<file path="src/rtl/game_pkg.sv">
// Shared types and constants for the pixel compositor: fade state encoding,
// brightness and chroma-key constants, and the packed RGB pixel type.
package game_pkg;

  typedef enum logic [1:0] {
    FS_IDLE     = 2'd0,
    FS_FADE_OUT = 2'd1,
    FS_SWAP     = 2'd2,
    FS_FADE_IN  = 2'd3
  } fade_state_t;

  localparam logic [4:0]  FULL_BRIGHT = 5'd16;
  localparam logic [23:0] CHROMA_KEY  = 24'hFF00FF;

  typedef struct packed {
    logic [7:0] r;
    logic [7:0] g;
    logic [7:0] b;
  } rgb_t;

endpackage

</file>
<file path="src/rtl/pixel_compositor_fade_scaler.sv">
// One colour channel scaled by the current fade brightness: (c * bright) >> STEP_SHIFT.
module fade_scaler #(
  parameter int DATA_W     = 8,
  parameter int COEF_W     = 5,
  parameter int STEP_SHIFT = 4
) (
  input  logic [DATA_W-1:0] c,
  input  logic [COEF_W-1:0] bright,
  output logic [DATA_W-1:0] out
);

  localparam int PROD_W = DATA_W + COEF_W;

  logic [PROD_W-1:0] prod;

  assign prod = PROD_W'(c) * PROD_W'(bright);
  // bright never exceeds full scale, so the shifted product always fits DATA_W
  assign out  = DATA_W'(prod >> STEP_SHIFT);

endmodule

</file>
<file path="src/rtl/pixel_compositor.sv">
// Final colour stage before the VGA DAC: sprite priority merge, level-change fade, sync alignment.
// Optional build macro PIXEL_COMPOSITOR_CHROMA_KEY_EN makes magenta sprite pixels transparent.
module pixel_compositor
  import game_pkg::*;
#(
  parameter int BG_LATENCY      = 1,
  parameter int FRAMES_PER_STEP = 2,
  parameter int STEP_SHIFT      = 4
) (
  input  logic        Clk,
  input  logic        Reset,
  input  logic        frame_start,
  input  logic        hs_in,
  input  logic        vs_in,
  input  logic        blank_n_in,
  input  logic [23:0] data_Out_background,
  input  logic [23:0] tower_rgb,
  input  logic [23:0] enemy_rgb,
  input  logic [23:0] ui_rgb,
  input  logic        tower_vld,
  input  logic        enemy_vld,
  input  logic        ui_vld,
  input  logic [2:0]  level_req,
  output logic [2:0]  level_index,
  output logic        fade_busy,
  output logic [7:0]  VGA_R,
  output logic [7:0]  VGA_G,
  output logic [7:0]  VGA_B,
  output logic        VGA_HS,
  output logic        VGA_VS,
  output logic        VGA_BLANK_N
);

  localparam int DLY   = BG_LATENCY + 2;
  localparam int CNT_W = (FRAMES_PER_STEP > 1) ? $clog2(FRAMES_PER_STEP) : 1;
  localparam logic [CNT_W-1:0] CNT_LAST = CNT_W'(FRAMES_PER_STEP - 1);

  function automatic logic [4:0] bright_dec(input logic [4:0] b);
    return (b == 5'd0) ? 5'd0 : b - 5'd1;
  endfunction

  function automatic logic [4:0] bright_inc(input logic [4:0] b);
    return (b >= FULL_BRIGHT) ? FULL_BRIGHT : b + 5'd1;
  endfunction

  fade_state_t       state_q, state_d;
  logic [4:0]        bright_q, bright_d;
  logic [CNT_W-1:0]  cnt_q, cnt_d;
  logic [2:0]        target_q, target_d;
  logic [2:0]        level_q, level_d;
  logic [DLY-1:0]    hs_sr_q, hs_sr_d;
  logic [DLY-1:0]    vs_sr_q, vs_sr_d;
  logic [DLY-1:0]    blank_sr_q, blank_sr_d;
  rgb_t              pix_p0_q, pix_p0_d;
  rgb_t              col_p1_q, col_p1_d;
  rgb_t              scaled;
  logic              tower_on, enemy_on, ui_on;

`ifdef PIXEL_COMPOSITOR_CHROMA_KEY_EN
  assign tower_on = tower_vld && (tower_rgb != CHROMA_KEY);
  assign enemy_on = enemy_vld && (enemy_rgb != CHROMA_KEY);
  assign ui_on    = ui_vld    && (ui_rgb    != CHROMA_KEY);
`else
  assign tower_on = tower_vld;
  assign enemy_on = enemy_vld;
  assign ui_on    = ui_vld;
`endif

  // Stage p0: layer priority select
  always_comb begin
    pix_p0_d = rgb_t'(data_Out_background);
    if (ui_on)         pix_p0_d = rgb_t'(ui_rgb);
    else if (enemy_on) pix_p0_d = rgb_t'(enemy_rgb);
    else if (tower_on) pix_p0_d = rgb_t'(tower_rgb);
  end

  // Stage p1: fade scaling and blank masking, registered straight onto the pins
  fade_scaler #(.DATA_W(8), .COEF_W(5), .STEP_SHIFT(STEP_SHIFT)) u_scale_r (
    .c(pix_p0_q.r), .bright(bright_q), .out(scaled.r));
  fade_scaler #(.DATA_W(8), .COEF_W(5), .STEP_SHIFT(STEP_SHIFT)) u_scale_g (
    .c(pix_p0_q.g), .bright(bright_q), .out(scaled.g));
  fade_scaler #(.DATA_W(8), .COEF_W(5), .STEP_SHIFT(STEP_SHIFT)) u_scale_b (
    .c(pix_p0_q.b), .bright(bright_q), .out(scaled.b));

  always_comb begin
    col_p1_d   = blank_sr_q[BG_LATENCY] ? scaled : '0;
    hs_sr_d    = {hs_sr_q[DLY-2:0], hs_in};
    vs_sr_d    = {vs_sr_q[DLY-2:0], vs_in};
    blank_sr_d = {blank_sr_q[DLY-2:0], blank_n_in};
  end

  always_comb begin
    state_d  = state_q;
    bright_d = bright_q;
    cnt_d    = cnt_q;
    target_d = target_q;
    level_d  = level_q;
    if (frame_start) begin
      case (state_q)
        FS_IDLE: begin
          cnt_d = '0;
          if (level_req != level_q) begin
            target_d = level_req;
            state_d  = FS_FADE_OUT;
          end
        end
        FS_FADE_OUT: begin
          // target follows level_req until black, so late requests are honoured without restarting
          target_d = level_req;
          if (cnt_q == CNT_LAST) begin
            cnt_d    = '0;
            bright_d = bright_dec(bright_q);
          end else begin
            cnt_d = cnt_q + CNT_W'(1);
          end
          if (bright_d == 5'd0) begin
            level_d = target_d;
            state_d = FS_SWAP;
            cnt_d   = '0;
          end
        end
        FS_SWAP: begin
          state_d = FS_FADE_IN;
          cnt_d   = '0;
        end
        default: begin
          if (level_req != level_q) begin
            target_d = level_req;
            state_d  = FS_FADE_OUT;
            cnt_d    = '0;
          end else begin
            if (cnt_q == CNT_LAST) begin
              cnt_d    = '0;
              bright_d = bright_inc(bright_q);
            end else begin
              cnt_d = cnt_q + CNT_W'(1);
            end
            if (bright_d == FULL_BRIGHT) begin
              state_d = FS_IDLE;
              cnt_d   = '0;
            end
          end
        end
      endcase
    end
  end

  always_ff @(posedge Clk or posedge Reset) begin
    if (Reset) begin
      state_q    <= FS_IDLE;
      bright_q   <= FULL_BRIGHT;
      cnt_q      <= '0;
      target_q   <= '0;
      level_q    <= '0;
      hs_sr_q    <= '1;
      vs_sr_q    <= '1;
      blank_sr_q <= '0;
      col_p1_q   <= '0;
    end else begin
      state_q    <= state_d;
      bright_q   <= bright_d;
      cnt_q      <= cnt_d;
      target_q   <= target_d;
      level_q    <= level_d;
      hs_sr_q    <= hs_sr_d;
      vs_sr_q    <= vs_sr_d;
      blank_sr_q <= blank_sr_d;
      col_p1_q   <= col_p1_d;
    end
  end

  always_ff @(posedge Clk) begin
    pix_p0_q <= pix_p0_d;
  end

  assign VGA_R       = col_p1_q.r;
  assign VGA_G       = col_p1_q.g;
  assign VGA_B       = col_p1_q.b;
  assign VGA_HS      = hs_sr_q[DLY-1];
  assign VGA_VS      = vs_sr_q[DLY-1];
  assign VGA_BLANK_N = blank_sr_q[DLY-1];
  assign level_index = level_q;
  assign fade_busy   = (state_q != FS_IDLE);

endmodule

</file>
<file path="config.mk">
export PLATFORM = sky130hd
export DESIGN_NAME = pixel_compositor
export DESIGN_NICKNAME = d
export VERILOG_FILES = /design/src/rtl/game_pkg.sv /design/src/rtl/pixel_compositor_fade_scaler.sv /design/src/rtl/pixel_compositor.sv
export SDC_FILE = /design/constraint.sdc
export NUM_CORES = 1
export LEC_CHECK = 0
export ABC_AREA = 1
export ABC_CLOCK_PERIOD_IN_PS = 5400
export BUFFER_PORTS_ARGS = -buffer_cell sky130_fd_sc_hd__buf_2
export CAP_MARGIN = 20
export CORE_UTILIZATION = 40
export CTS_BUF_LIST = sky130_fd_sc_hd__clkbuf_8 sky130_fd_sc_hd__clkbuf_16
export CTS_CLUSTER_DIAMETER = 100
export DETAILED_ROUTE_END_ITERATION = 8
export PLACE_DENSITY = 0.64
export SLEW_MARGIN = 30
export SYNTH_ARGS = -nofsm -noshare
export SYNTH_HDL_FRONTEND = slang
export SYNTH_HIERARCHICAL = 1
export SYNTH_SLANG_ARGS = --single-unit
</file>
<file path="constraint.sdc">
create_clock -name Clk -period 5.4 [get_ports Clk]
set_clock_uncertainty 0.15 [all_clocks]
set_input_delay 1.62 -clock Clk [delete_from_list [all_inputs] [get_ports Clk]]
set_output_delay 1.62 -clock Clk [all_outputs]
set_load 0.02 [all_outputs]
</file>
==> impl_metrics.py <==
metrics = {
    "global_routing": {
        "grt_start_max_net_pins": 49,
        "grt_pass1_wl_mm": 25.8,
        "grt_overflow": 0,
        "grt_pass1_vias": 5607,
        "grtUsageTotal_pct": 18.5,
        "antenna_found_initial": 0,
    },
    "clock_tree": {
        "clock-root-buffer": "clkbuf_16",
        "tritoncts": "yes",
        "post_cts_buffers": 0,
        "clock_path_buffers": 2,
        "clock_sinks": 68,
        "ctsHoldBuffers": 0,
        "numCtsBuffers": 9,
        "insertion_delay_ns": 0.35,
        "post_cts_resized": 0,
        "clk_pin_slew_ns": 0.06,
        "h-tree-depth": 3,
    },
    "setup_path": {
        "critPathLaunch": "bright_q[4]",
        "setup.worst_path.end": "VGA_G[6]",
        "endpoint_kind": "flop",
        "required_ns": 5.49,
        "r2r_slack_ns": 1.25,
        "worst-path-max-fanout": 27,
        "r2r_start": "bright_q[4]",
        "r2r_cells": 16,
        "r2r_end": "VGA_G[6]",
        "start_kind": "flop",
        "worst-setup-path-type": "flop to flop",
        "cp.arrival_ns": 4.24,
    },
    "sta": {
        "setup_viol": 0,
        "fin_hold_ws_ns": 0.198,
        "finalHoldViolations": 0,
        "period_minus_slack_ns": 4.15,
        "max_slew_margin_pct": 36.2,
        "worst_slack_ns": 1.25,
        "finalCritPeriodShare_pct": 76.9,
        "slew_viol_final": 0,
        "tns_ns": 0,
        "rsz0062_at_grt": "no",
        "worstMarginPinSlew_ns": 0.957,
        "max_freq_ghz": 0.241,
    },
    "power_and_ir_drop": {
        "peakVddDrop_mv": 0.230,
        "p_leak_nw": 4.97,
        "powerDensity_mw_per_mm2": 600,
    },
    "placement": {
        "place.gp.congestion": 0.856,
        "place.detailed.hpwl_mm": 12.2,
        "place_ws_ns": 1.09,
        "port_buffers": 138,
        "dpl.cell_count": 1266,
    },
    "synth": {
        "syn_inst": 931,
        "dominantRegCellSynth": "dfrtp_1",
        "synthTopCellsByCount": "nand2_1 (243), inv_1 (204), a21oi_1 (68), ha_1 (60), fa_1 (48)",
        "synth_top_cell_by_area": "fa_1",
        "netlist_top_cells_area": "fa_1 (14%), dfrtp_1 (14%), nand2_1 (13%), inv_1 (11%), ha_1 (11%)",
        "synth_top_area_share_pct": 14.1,
        "synth_cell_type_count": 37,
        "ys_seq_area_share_pct": 23.3,
        "syn_area_per_cell_um2": 7.33,
        "synth_fp_nets": 1147,
        "synth_edf_count": 0,
        "async_flop_share_pct": 64.7,
        "ys_warn_count": 6,
        "synth_most_common_cell": "nand2_1",
        "ys_seq_elements": 68,
        "syn_area_mm2": 0.00683,
    },
    "route": {
        "post_drt_wl_per_cell_um": 12.1,
        "num_vias": 5918,
        "vias_per_cell": 4.62,
        "route.detailed.drc": 0,
        "initialDrtViolationCount": 232,
        "drtAntennaViolNets": 0,
        "drtPass1Iterations": 7,
        "wirelength_mm": 15.5,
    },
    "cells_and_area": {
        "antenna_cells": 0,
        "final_cells": 1282,
        "fin_util_pct": 48.2,
        "nets": 1273,
        "area_growth_syn_to_layout_pct": 17.5,
        "fillers": 1687,
        "drive_gt1_share_pct": 18.7,
    },
    "outcome": {
        "status": "finished, final reports clean",
    },
    "floorplan": {
        "die_w_um": 133,
        "design.core.area_mm2": 0.0166,
        "floorplan.die.height_um": 133,
        "die-area_mm2": 0.0176,
        "start_util_pct": 41.0,
        "rows": 47,
        "ios": 139,
    },
    "hold_path": {
        "hold_path_class": "flop to flop",
    },
    "flow_run": {
        "drv_cap": 0,
    },
}
## how the worst min path moves through the flow
stage | start | end | cells past startpoint
after CTS | blank_sr_q[0] | blank_sr_q[1] | 0
after global routing | hs_sr_q[0] | hs_sr_q[1] | 0
after detailed placement | blank_sr_q[0] | blank_sr_q[1] | 0
after global placement | blank_sr_q[0] | blank_sr_q[1] | 0
after floorplan | blank_sr_q[0] | blank_sr_q[1] | 0
final | blank_sr_q[0] | blank_sr_q[1] | 0
## cells in the final DEF, fill, tap and decap left out, types with 3 or more instances in the layout
cell type,count
xnor2_1,9
nor2_2,6
a21oi_1,68
mux2i_1,24
o211ai_1,3
inv_2,4
inv_1,203
o21ai_2,3
or2_0,19
o21a_1,7
nor2_1,46
dfstp_2,7
nand2_2,10
dfxtp_1,24
nor3_1,3
a211oi_1,3
o21ai_0,12
fa_1,48
or2_2,4
nand3_1,28
nand2_1,243
clkbuf_16,9
dfrtp_1,35
xor2_1,22
ha_1,60
buf_2,138
## final cells by class
class | count | area [um^2] | share of cell area, %
flip-flops and latches | 68 | 1590 | 19.9
clock buffers | 10 | 239 | 2.98
inverters | 208 | 783 | 9.76
well taps | 220 | 275 | 3.43
clock inverters | 6 | 87.6 | 1.09
multi-input cells | 630 | 4340 | 54.1
repair buffers | 140 | 706 | 8.80
## state kept, by name (all words and copies together), names as in the netlist
name and cells:
state_q 2, bright_q 5, VGA_R 8, hs_sr_q 3, vs_sr_q 3, blank_sr_q 3
VGA_G 8, cnt_q 1, level_index 3, VGA_B 8, pix_p0_q 24
## logic make-up after synthesis
logic type / share of synthesized area (%)
multiplexers: 3.52
AO/OA/AOI/OAI: 8.05
AND/OR/NAND/NOR: 22.9
XOR/XNOR: 3.98
adder cells (fa/ha/maj): 25.1
flip-flops: 23.3
buffers and inverters: 13.2
## routing by layer
metal / share of wire [%] / GRT usage [%] / up-vias
met5: 0 / 0 / -
met2: 48 / 31.5 / 155
met3: 4.6 / 3.56 / 13
met4: 1.0 / 4.92 / 0
met1: 47 / 23.9 / 2684
li1: - / - / 3066
## where the power goes
group          switching (mW)  leakage, nW  internal, mW
sequential              0.204        0.749         0.648
clock                   0.232        0.162         0.417
combinational            2.00         4.06          1.31
## through the flow
step / cell area [um^2] / power [mW]
5_1_grt: 8020 / 5.45
6_report: 8020 / 4.82
2_1_floorplan: 6830 / 3.51
4_1_cts: 8020 / 4.87
3_5_place_dp: 7690 / 4.19
3_3_place_gp: 7690 / 4.15
## worst max-delay path, stage by stage (launching register included)
cell,delay [ns]
dfstp_2,0.88
nand2_1,0.10
inv_1,0.10
fa_1,0.42
fa_1,0.54
inv_1,0.06
fa_1,0.53
inv_1,0.04
ha_1,0.34
a21oi_1,0.27
nor2_1,0.07
a211oi_1,0.25
nand2_1,0.09
nand2_1,0.06
nand2_1,0.04
nand2_1,0.05
inv_1,0.05
Power figures use the tool's default switching activity.
